[config.mk]
export PLATFORM = sky130hd
export DESIGN_NAME = data_mem_ctrl_flat
export DESIGN_NICKNAME = d
export VERILOG_FILES = /design/src/rtl/data_mem_ctrl_if.sv /design/src/rtl/data_mem_ctrl.sv /design/src/flat_wrapper.sv
export SDC_FILE = /design/constraint.sdc
export NUM_CORES = 1
export LEC_CHECK = 0
export CAP_MARGIN = 40
export CELL_PAD_IN_SITES_DETAIL_PLACEMENT = 1
export CELL_PAD_IN_SITES_GLOBAL_PLACEMENT = 1
export CORE_MARGIN = 1.5
export CORE_UTILIZATION = 37
export CTS_BUF_LIST = sky130_fd_sc_hd__clkbuf_2 sky130_fd_sc_hd__clkbuf_4 sky130_fd_sc_hd__clkbuf_8
export DETAILED_ROUTE_END_ITERATION = 16
export GPL_TIMING_DRIVEN = 0
export PLACE_DENSITY = 0.91
export RECOVER_POWER = 25
export SLEW_MARGIN = 15
export SYNTH_ARGS = -nofsm -noshare
export SYNTH_HDL_FRONTEND = slang
export SYNTH_SLANG_ARGS = --single-unit
[constraint.sdc]
create_clock -name clk -period 5.49 [get_ports clk]
set_input_delay 1.098 -clock clk [delete_from_list [all_inputs] [get_ports clk]]
set_output_delay 1.098 -clock clk [all_outputs]
set_load 0.02 [all_outputs]
[src/rtl/data_mem_ctrl_if.sv]
// ----------------------------------------------------------------------------
// data_mem_ctrl_if
// Purpose : Bundles the CPU-side load/store request signals and the
//           memory-side handshake of the data memory controller.
// Signals : CPU side    - MemRead, MemWrite[3:0], Funct3[2:0], addr[31:0],
//                         wdata[31:0] (to controller); stall, rdata[31:0],
//                         err (from controller)
//           Memory side - mem_req, mem_we, mem_strb[3:0], mem_addr[31:0],
//                         mem_wdata[31:0] (from controller); mem_ready,
//                         mem_rdata[31:0] (to controller)
// Modports: slave  - the controller's view
//           master - the CPU + memory environment's view
// ----------------------------------------------------------------------------
interface data_mem_ctrl_if;
    logic        MemRead;
    logic [3:0]  MemWrite;
    logic [2:0]  Funct3;
    logic [31:0] addr;
    logic [31:0] wdata;
    logic        stall;
    logic [31:0] rdata;
    logic        err;
    logic        mem_req;
    logic        mem_we;
    logic [3:0]  mem_strb;
    logic [31:0] mem_addr;
    logic [31:0] mem_wdata;
    logic        mem_ready;
    logic [31:0] mem_rdata;

    modport slave (
        input  MemRead, MemWrite, Funct3, addr, wdata, mem_ready, mem_rdata,
        output stall, rdata, err, mem_req, mem_we, mem_strb, mem_addr, mem_wdata
    );

    modport master (
        output MemRead, MemWrite, Funct3, addr, wdata, mem_ready, mem_rdata,
        input  stall, rdata, err, mem_req, mem_we, mem_strb, mem_addr, mem_wdata
    );
endinterface

[src/rtl/data_mem_ctrl.sv]
// ----------------------------------------------------------------------------
// data_mem_ctrl
// Purpose : Data memory access controller for a CPU load/store unit. Checks
//           alignment and legality of a request, issues one lane-shifted
//           memory access, waits (bounded by TIMEOUT) for mem_ready and
//           returns the sign/zero-extended load result.
// Ports   : clk - clock (rising edge)
//           rst - synchronous active-high reset
//           bus - data_mem_ctrl_if.slave (CPU request/response and memory
//                 handshake signals)
// Params  : TIMEOUT - maximum number of WAIT cycles (1..255)
// ----------------------------------------------------------------------------
module data_mem_ctrl #(
    parameter int unsigned TIMEOUT = 15
) (
    input  logic             clk,
    input  logic             rst,
    data_mem_ctrl_if.slave   bus
);

    typedef enum logic [1:0] {IDLE, WAIT, DONE, FAULT} state_t;

    state_t      r_state;
    state_t      w_next;
    logic [7:0]  r_wait_cnt;
    logic        r_mem_req;
    logic        r_mem_we;
    logic [3:0]  r_mem_strb;
    logic [31:0] r_mem_addr;
    logic [31:0] r_mem_wdata;
    logic [31:0] r_rdata;
    logic        r_err;
    logic [1:0]  r_off;
    logic [2:0]  r_funct3;

    logic        w_req;
    logic [1:0]  w_size;      // 0 byte, 1 halfword, 2 word
    logic        w_aligned;
    logic        w_ok;
    logic        w_timeout;

    // Shift the memory word down to the addressed lane and extend it.
    function automatic logic [31:0] load_extract(input logic [31:0] word,
                                                 input logic [1:0]  off,
                                                 input logic [2:0]  f3);
        logic [31:0] sh;
        sh = word >> {off, 3'b000};
        case (f3)
            3'b000:  return {{24{sh[7]}}, sh[7:0]};
            3'b001:  return {{16{sh[15]}}, sh[15:0]};
            3'b100:  return {24'd0, sh[7:0]};
            3'b101:  return {16'd0, sh[15:0]};
            default: return sh;
        endcase
    endfunction

    assign w_req     = bus.MemRead | (bus.MemWrite != 4'b0000);
    assign w_timeout = (r_wait_cnt == 8'(TIMEOUT - 1));

    // Access size comes from Funct3 for loads and from the byte mask for stores.
    always_comb begin
        w_size = 2'd0;
        if (bus.MemRead) begin
            w_size = bus.Funct3[1:0];
        end else begin
            case (bus.MemWrite)
                4'b0011: w_size = 2'd1;
                4'b1111: w_size = 2'd2;
                default: w_size = 2'd0;
            endcase
        end
    end

    always_comb begin
        w_aligned = 1'b1;
        if (w_size == 2'd2)      w_aligned = (bus.addr[1:0] == 2'b00);
        else if (w_size == 2'd1) w_aligned = ~bus.addr[0];
    end

    // A load must not carry a store mask; Funct3 3'b011/110/111 are not loads.
    always_comb begin
        w_ok = 1'b0;
        if (bus.MemRead)
            w_ok = (bus.MemWrite == 4'b0000) &&
                   (bus.Funct3 inside {3'b000, 3'b001, 3'b010, 3'b100, 3'b101});
        else
            w_ok = bus.MemWrite inside {4'b0001, 4'b0011, 4'b1111};
        w_ok = w_ok & w_aligned;
    end

    always_comb begin
        w_next = r_state;
        case (r_state)
            IDLE:    if (w_req) w_next = w_ok ? WAIT : FAULT;
            WAIT:    begin
                if (bus.mem_ready)  w_next = DONE;
                else if (w_timeout) w_next = FAULT;
            end
            DONE:    w_next = IDLE;
            FAULT:   w_next = IDLE;
            default: w_next = IDLE;
        endcase
    end

    always_ff @(posedge clk) begin
        if (rst) begin
            r_state     <= IDLE;
            r_wait_cnt  <= 8'd0;
            r_mem_req   <= 1'b0;
            r_mem_we    <= 1'b0;
            r_mem_strb  <= 4'd0;
            r_mem_addr  <= 32'd0;
            r_mem_wdata <= 32'd0;
            r_rdata     <= 32'd0;
            r_err       <= 1'b0;
            r_off       <= 2'd0;
            r_funct3    <= 3'd0;
        end else begin
            r_state <= w_next;
            r_err   <= (w_next == FAULT);
            r_rdata <= 32'd0;
            case (r_state)
                IDLE: begin
                    r_wait_cnt <= 8'd0;
                    if (w_req && w_ok) begin
                        r_mem_req   <= 1'b1;
                        r_mem_we    <= ~bus.MemRead;
                        r_mem_strb  <= bus.MemWrite << bus.addr[1:0];
                        r_mem_addr  <= {bus.addr[31:2], 2'b00};
                        r_mem_wdata <= bus.wdata << {bus.addr[1:0], 3'b000};
                        r_off       <= bus.addr[1:0];
                        r_funct3    <= bus.Funct3;
                    end
                end
                WAIT: begin
                    r_wait_cnt <= r_wait_cnt + 8'd1;
                    if (bus.mem_ready) begin
                        r_mem_req <= 1'b0;
                        r_rdata   <= r_mem_we ? 32'd0
                                              : load_extract(bus.mem_rdata, r_off, r_funct3);
                    end else if (w_timeout) begin
                        r_mem_req <= 1'b0;
                    end
                end
                default: r_wait_cnt <= 8'd0;
            endcase
        end
    end

    // stall is combinational so the CPU is held in the very cycle it requests.
    assign bus.stall     = ~rst & (((r_state == IDLE) & w_req) | (r_state == WAIT));
    assign bus.rdata     = r_rdata;
    assign bus.err       = r_err;
    assign bus.mem_req   = r_mem_req;
    assign bus.mem_we    = r_mem_we;
    assign bus.mem_strb  = r_mem_strb;
    assign bus.mem_addr  = r_mem_addr;
    assign bus.mem_wdata = r_mem_wdata;

endmodule

[src/flat_wrapper.sv]
// flat-port wrapper written by rule: the top's interface ports become plain ports
module data_mem_ctrl_flat 
#(
    parameter int unsigned TIMEOUT = 15
)
  (clk, rst, bus_MemRead, bus_MemWrite, bus_Funct3, bus_addr, bus_wdata, bus_mem_ready, bus_mem_rdata, bus_stall, bus_rdata, bus_err, bus_mem_req, bus_mem_we, bus_mem_strb, bus_mem_addr, bus_mem_wdata);
  data_mem_ctrl_if bus_i ();
  input  logic clk;
  input  logic rst;
  input wire logic [$bits(bus_i.MemRead)-1:0] bus_MemRead;
  input wire logic [$bits(bus_i.MemWrite)-1:0] bus_MemWrite;
  input wire logic [$bits(bus_i.Funct3)-1:0] bus_Funct3;
  input wire logic [$bits(bus_i.addr)-1:0] bus_addr;
  input wire logic [$bits(bus_i.wdata)-1:0] bus_wdata;
  input wire logic [$bits(bus_i.mem_ready)-1:0] bus_mem_ready;
  input wire logic [$bits(bus_i.mem_rdata)-1:0] bus_mem_rdata;
  output wire logic [$bits(bus_i.stall)-1:0] bus_stall;
  output wire logic [$bits(bus_i.rdata)-1:0] bus_rdata;
  output wire logic [$bits(bus_i.err)-1:0] bus_err;
  output wire logic [$bits(bus_i.mem_req)-1:0] bus_mem_req;
  output wire logic [$bits(bus_i.mem_we)-1:0] bus_mem_we;
  output wire logic [$bits(bus_i.mem_strb)-1:0] bus_mem_strb;
  output wire logic [$bits(bus_i.mem_addr)-1:0] bus_mem_addr;
  output wire logic [$bits(bus_i.mem_wdata)-1:0] bus_mem_wdata;
  assign bus_i.MemRead = bus_MemRead;
  assign bus_i.MemWrite = bus_MemWrite;
  assign bus_i.Funct3 = bus_Funct3;
  assign bus_i.addr = bus_addr;
  assign bus_i.wdata = bus_wdata;
  assign bus_i.mem_ready = bus_mem_ready;
  assign bus_i.mem_rdata = bus_mem_rdata;
  assign bus_stall = bus_i.stall;
  assign bus_rdata = bus_i.rdata;
  assign bus_err = bus_i.err;
  assign bus_mem_req = bus_i.mem_req;
  assign bus_mem_we = bus_i.mem_we;
  assign bus_mem_strb = bus_i.mem_strb;
  assign bus_mem_addr = bus_i.mem_addr;
  assign bus_mem_wdata = bus_i.mem_wdata;
  data_mem_ctrl #(.TIMEOUT(TIMEOUT)) u_core (.clk(clk), .rst(rst), .bus(bus_i));
endmodule
==> load_flow_metrics.sql <==
INSERT INTO impl_metrics (metric_group, metric, value, unit) VALUES
('run_status', 'run_status', 'finished, final reports clean', ''),
('yosys', 'seq_area_frac_synth', '0.406', ''),
('sta', 'hold_violations', '0', ''),
('critical_path', 'critPathRequiredTime', '4.39', 'ns'),
('yosys', 'synthesis.area', '5720', 'sq um'),
('sta', 'setup_viol', '0', ''),
('route', 'met1Wirelength', '7570', 'microns'),
('floorplanning', 'placement_rows', '45', ''),
('route', 'finalWirelength', '19800', 'microns'),
('floorplanning', 'floorplan.initialDensity', '0.378', ''),
('sta', 'timing.final.ws_setup', '1.01', 'ns'),
('floorplanning', 'die-area', '16200', 'sq um'),
('yosys', 'synth_async_sr_flop_share', '0', ''),
('critical_path', 'critPathKind', 'in -> out', ''),
('clocking', 'clkLatencyLatePin', '0.45', 'ns'),
('route', 'drt_antenna_net_count', '0', ''),
('pwr', 'power-per-cell-area', '249', 'nW/um^2'),
('global_routing', 'gr-usage-all-layers', '0.247', ''),
('finish', 'layout_cell_share_with_drive_strength_beyond_1', '0.0915', ''),
('placement', 'dp.cells', '987', ''),
('flow_run', 'drv_cap', '0', ''),
('route', 'avgViaCountPerCell', '5.18', ''),
('route', 'drt_drc_violations_left', '0', ''),
('floorplanning', 'core', '15100', 'sq um'),
('yosys', 'synth-main-ff-cell', 'dfxtp_1', ''),
('sta', 'finClkSkew', '0.0140', 'ns'),
('sta', 'layout_min_cycle_time', '4.48', 'ns'),
('yosys', 'yosys.area.top_type_share', '0.406', ''),
('clocking', 'clkTransAtPathRegs', '0.07', 'ns'),
('yosys', 'number_of_enable_type_register_cells_in_the_synthesized_netlist', '0', ''),
('clocking', 'cts_htree_levels', '4', ''),
('sta', 'rsz0062_at_grt', 'false', ''),
('floorplanning', 'die_width', '127', 'microns'),
('route', 'top_layer_used', 'met4', ''),
('sta', 'final_slew_violations', '0', ''),
('finish', 'fin_nets', '927', ''),
('route', 'drt_pass1_iterations', '6', ''),
('placement', 'detailedPlacementHpwl', '15200', 'microns'),
('route', 'mean_routed_wirelength_per_cell', '19.4', 'microns'),
('placement', 'io_buffer_count', '206', ''),
('global_routing', 'antenna_found_initial', '0', ''),
('sta', 'max_slew.worst_pin.slew', '0.844', 'ns'),
('route', 'detail_route.iter0.violations', '197', ''),
('finish', 'finalInstanceArea', '8490', 'sq um'),
('route', 'route.met3.wl', '1570', 'microns'),
('global_routing', 'overflow', '0', ''),
('finish', 'finish.cell_count_without_fillers', '1019', ''),
('pwr', 'leakage', '3.63', 'nW'),
('sta', 'setup_total_negative_slack', '0', 'ns'),
('yosys', 'yosys-top-cells-area', 'dfxtp_1 (41%), mux2i_1 (17%), nand2b_1 (12%)', ''),
('critical_path', 'worstSetupStartpointType', 'input pin', ''),
('clocking', 'postCtsHoldBufs', '0', ''),
('route', 'dr_wl_met2', '9820', 'microns'),
('floorplanning', 'design.portCount', '211', ''),
('clocking', 'max_buffers_root_to_sink', '2', ''),
('finish', 'area_delta_synth_final', '48.4', '%'),
('finish', 'filler_cell_count', '1694', ''),
('placement', 'finalWeightedCongestion', '0.900', ''),
('yosys', 'synth.yosys.warnings', '0', ''),
('sta', 'finalCritPeriodShare', '0.816', ''),
('yosys', 'syn-instance-count', '592', ''),
('finish', 'antennaDiodeCount', '0', ''),
('sta', 'slew_headroom', '0.434', ''),
('global_routing', 'grt_pass1_wl', '30900', 'microns'),
('yosys', 'synth_area_leader_cell', 'dfxtp_1', ''),
('pwr', 'design_power_total', '2.11', 'mW'),
('yosys', 'post_synth_num_cell_types', '48', ''),
('global_routing', 'largest_net_degree_at_the_start_of_global_routing', '17', ''),
('clocking', 'cts.root.buffer_cell', 'clkbuf_8', ''),
('placement', 'pre_cts_ws', '1.04', 'ns'),
('hold_path', 'worst_hold_path_type', 'reg -> reg', '');
flip-flops by register name, summed over array words and instances, names as in the netlist, 2 cells and up:
register              flops
u_core.r_wait_cnt         8
u_core.bus.mem_wdata     32
u_core.bus.mem_addr      30
u_core.r_funct3           3
u_core.bus.mem_strb       4
u_core.bus.rdata         32
u_core.r_state            2
u_core.r_off              2
power by group:
part           total, mW  leakage [nW]  switching, mW  internal [mW]
combinational      0.317          2.46          0.151          0.166
clock              0.924         0.232          0.359          0.564
sequential         0.872         0.937         0.0116          0.860
total               2.11          3.63          0.522           1.59
cell families after synthesis:
logic type / Yosys count / share of synthesized area
other: 1 / 0.000655
XOR/XNOR: 6 / 0.00918
multiplexers: 115 / 0.208
buffers and inverters: 50 / 0.0597
adder cells (fa/ha/maj): 2 / 0.00437
AND/OR/NAND/NOR: 225 / 0.219
AO/OA/AOI/OAI: 77 / 0.0940
flip-flops: 116 / 0.406
cells in the final DEF, fill, tap and decap left out, types with 8 or more instances in the layout:
master,netlist,final
and2_1,8,8
clkdlybuf4s50_1,0,170
o2bb2ai_1,9,9
dfxtp_1,116,116
a211o_1,9,9
dlygate4sd3_1,0,36
nand2_1,39,39
a211oi_1,15,15
nor2_1,30,30
mux2i_1,96,96
a21oi_1,27,27
nand2b_1,113,113
mux2_2,17,17
clkbuf_1,22,22
clkbuf_8,0,22
nor2b_1,16,16
critical path: stages:
cell,delay [ns]
dlygate4sd3_1,0.70
clkbuf_1,0.45
clkbuf_1,0.47
nor3_1,0.10
clkdlybuf4s50_1,0.55
per-stage QoR:
step                 util  hold slack (ns)
finish              0.561            0.476
detailed placement  0.530            0.466
global route        0.561            0.505
CTS                 0.561            0.481
floorplan               -            0.437
global placement    0.530            0.455
worst paths after layout:
path                                          startpoint                        to  slack [ns]  cells past startpoint
worst max-delay path                                 rst                 bus_stall        1.01                      5
worst min register to register  u_core.bus.mem_wdata[14]  u_core.bus.mem_wdata[14]        0.48                      2
worst min-delay path            u_core.bus.mem_wdata[14]  u_core.bus.mem_wdata[14]        0.48                      2
worst max register to register           u_core.r_off[1]      u_core.bus.rdata[11]        3.45                      6
per-layer routing:
metal / global-route usage / vias up
li1: - / 2471
met1: 0.266 / 2515
met2: 0.437 / 243
met3: 0.0787 / 52
met4: 0.119 / 0
met5: 0 / -
layout make-up:
| class | count | area, sq um | share of cell area |
|---|---|---|---|
| Multi-Input combinational cell | 427 | 3070 | 0.361 |
| Sequential cell | 116 | 2320 | 0.273 |
| Timing Repair Buffer | 206 | 2060 | 0.243 |
| Buffer | 46 | 327 | 0.0385 |
| Clock buffer | 24 | 318 | 0.0374 |
| Tap cell | 188 | 235 | 0.0277 |
| Clock inverter | 8 | 145 | 0.0171 |
| Inverter | 4 | 15.0 | 0.00177 |
Power figures use the tool's default switching activity.
==> RTL change (config.mk and constraints unchanged) <==
The 4 states of `state_t` get a one-hot encoding in 4 bits.
--- a/src/rtl/data_mem_ctrl.sv
+++ b/src/rtl/data_mem_ctrl.sv
@@ -18,7 +18,7 @@
     data_mem_ctrl_if.slave   bus
 );
 
-    typedef enum logic [1:0] {IDLE, WAIT, DONE, FAULT} state_t;
+    typedef enum logic [3:0] {IDLE = 4'b0001, WAIT = 4'b0010, DONE = 4'b0100, FAULT = 4'b1000} state_t;
 
     state_t      r_state;
     state_t      w_next;
Formal check against the unedited RTL: no difference found for any inputs over 4 cycles, from zero or initial values and one cycle with rst high; so few cycles prove little.
==> RTL change against the unedited design <==
Core utilization hardly changed; largest cell class unchanged; sequential share of layout area is 1.7 points higher; cell area is 4.4% lower; non-clock buffer count is 6 higher; cell count is 0.69% higher; wire length is 3.2% higher; synthesized area is 4.8% lower; clock power is 7.0% lower; critical path depth is 1 higher; clock skew is 0.0050 ns lower; sequential cell count is 2 higher; total power is 3.0% lower; worst setup slack worse by 0.55 ns; count of clock-buffer cells in the layout is 1 lower.
==> RTL change: results (changes against the unedited design) <==
| Metric | Value |
|---|---|
| First-pass GRT wire length | 31,970 um (+3.3%) |
| Ys Warns | 0 (unchanged) |
| Gr usage total | 26.31% (+1.6 points) |
| Leakage | 3.366 nW (-7.4%) |
| Sum of net half-perimeters after detailed placement | 15,290 um (+0.72%) |
| Top post-synthesis cells by area | dfxtp_1, mux2i_1, nand2_1 |
| PostCTS Resize Cnt | 0 (unchanged) |
| Internal power | 0.001530 W (-3.8%) |
| R2R depth | 7 (+1) |
| Seq/Total Area, Yosys | 43.35% (+2.8 points) |
| DRT iter0 DRCs | 237 (+20%) |
| IO Port Bufs | 206 (unchanged) |
| Status | complete, no violations |
| Post-Synth Adder-Cell Area | 0.4592% (+0.022 points) |
| Placement Cell Area | 7750 sq um (-3.5%) |
| Hold crit path type | reg2reg |
| Crit path arrival time | 3.93 ns (+0.55 ns) |
| Total grt overflow | 0 (unchanged) |
| Most common library cells after synthesis | nand2_1, dfxtp_1, mux2i_1, a21oi_1, nor2_1 |
| Compound-Gate Fraction of Synth Area | 13.39% (+4.0 points) |
| VDD IR max | 0.0001299 V (-5.8%) |
| Synth Flop Type | dfxtp_1 |
| Fillers | 1,685 (-0.53%) |
| Netlist cell types | 49 (+2.1%) |
| Worst-Skew Late Latency | 0.44 ns |
| Share of async-settable or async-resettable flops after synthesis | 0% (unchanged) |
| Vias in the first global route | 6,011 (+3.7%) |
| Largest net degree at the start of global routing | 17 (unchanged) |
| Worst Tran Pin Value | 0.7784 ns (-0.06600 ns) |
| Via Count | 5,489 (+3.9%) |
| Max Root-Sink Buffers | 2 (unchanged) |
| Total CTS buffers | 17 (unchanged) |
| Hold Path Depth | 2 (unchanged) |
| DRT Pass-1 Iters | 4 (-2) |
| Nets@finish | 939 (+1.3%) |
| Clock transition at the registers of the reported paths | 0.07 ns (about the same) |
| Crit-path max FO | 10 (unchanged) |
| Clock H-tree levels | 4 (unchanged) |
| Clock Tree Root | clkbuf_8 |
| Setup bufs post-CTS | 0 (unchanged) |
| Max Cap Viol | 0 (unchanged) |
| Share of layout cells above drive strength 1 | 8.076% (-1.1 points) |
| RD Place Congestion | 0.8590 (-4.5%) |
| XOR/XNOR share of the synthesized area | 1.125% (+0.21 points) |
| WL/cell | 19.87 um (+2.5%) |
| Mux contribution to synthesized area | 18.28% (-2.5 points) |
| Worst Skew | 0.008969 ns (-0.004998 ns) |
| Ant. Diodes | 0 (unchanged) |
| Initial antenna violation count | 0 (unchanged) |
RTL change: metrics by stage:
step | utilization, % | worst slack, ns | cells | hold slack [ns]
2_1_floorplan | - | 2.038 | 604 | 0.4374
3_3_place_gp | 53.49 | 0.7654 | 994 | 0.4452
3_5_place_dp | 53.53 | 0.7221 | 995 | 0.4563
4_1_cts | 56.50 | 0.6838 | 1026 | 0.4687
5_1_grt | 56.08 | 0.3014 | 1026 | 0.4845
6_report | 56.08 | 0.4604 | 1026 | 0.4646
RTL change: power by group through the flow:
stage               Sequential, W  Clock, W  Combinational, W
finish                   0.000883  0.000859          0.000308
global route             0.000884  0.000913          0.000328
CTS                      0.000883  0.000876          0.000309
detailed placement       0.000902         0          0.000305
global placement         0.000900         0          0.000294
floorplan                0.000915         0          0.000130
RTL change: metal layers:
| layer | vias up | GRT usage [%] | share of wire [%] | wire [um] |
|---|---|---|---|---|
| li1 | 2544 | - | - | - |
| met1 | 2662 | 28.27 | 39 | 7994 |
| met2 | 229 | 47.67 | 51 | 10450 |
| met3 | 54 | 6.572 | 5.8 | 1174 |
| met4 | 0 | 13.18 | 3.8 | 768 |
| met5 | - | 0 | 0 | 0 |
RTL change: path summary, 6_finish.rpt:
kind | end | from | slack (ns)
max reg2reg | u_core.bus.rdata[6]$_SDFF_PP0_ | u_core.r_state[2]$_SDFF_PP0_ | 2.98
max | bus_stall | bus_MemWrite[0] | 0.46
min | u_core.bus.mem_addr[25]$_SDFFE_PP0P_ | u_core.bus.mem_addr[25]$_SDFFE_PP0P_ | 0.46
min reg2reg | u_core.bus.mem_addr[25]$_SDFFE_PP0P_ | u_core.bus.mem_addr[25]$_SDFFE_PP0P_ | 0.46
RTL change: kinds of logic after synthesis:
group,after synthesis
buf+inv,56
mux,96
simple gates,222
compound gates,101
flops,118
fa+ha+maj,2
other cells,1
xor+xnor,7
RTL change: cell type report:
cell class                      count  area, sq um  share of cell area [%]
Clock buffer                       23        310.3                   3.821
Sequential cell                   118         2362                   29.09
Inverter                            5        18.77                  0.2311
Buffer                             51        235.2                   2.897
Tap cell                          184        230.2                   2.835
Clock inverter                      8        120.1                   1.479
Timing Repair Buffer              207         2067                   25.45
Multi-Input combinational cell    430         2776                   34.19
RTL change: critical path, stage by stage:
cell	delay, ns
dlygate4sd3_1	0.65
or4_1	0.53
o21ai_0	0.43
clkbuf_1	0.43
a21oi_1	0.21
clkdlybuf4s50_1	0.58
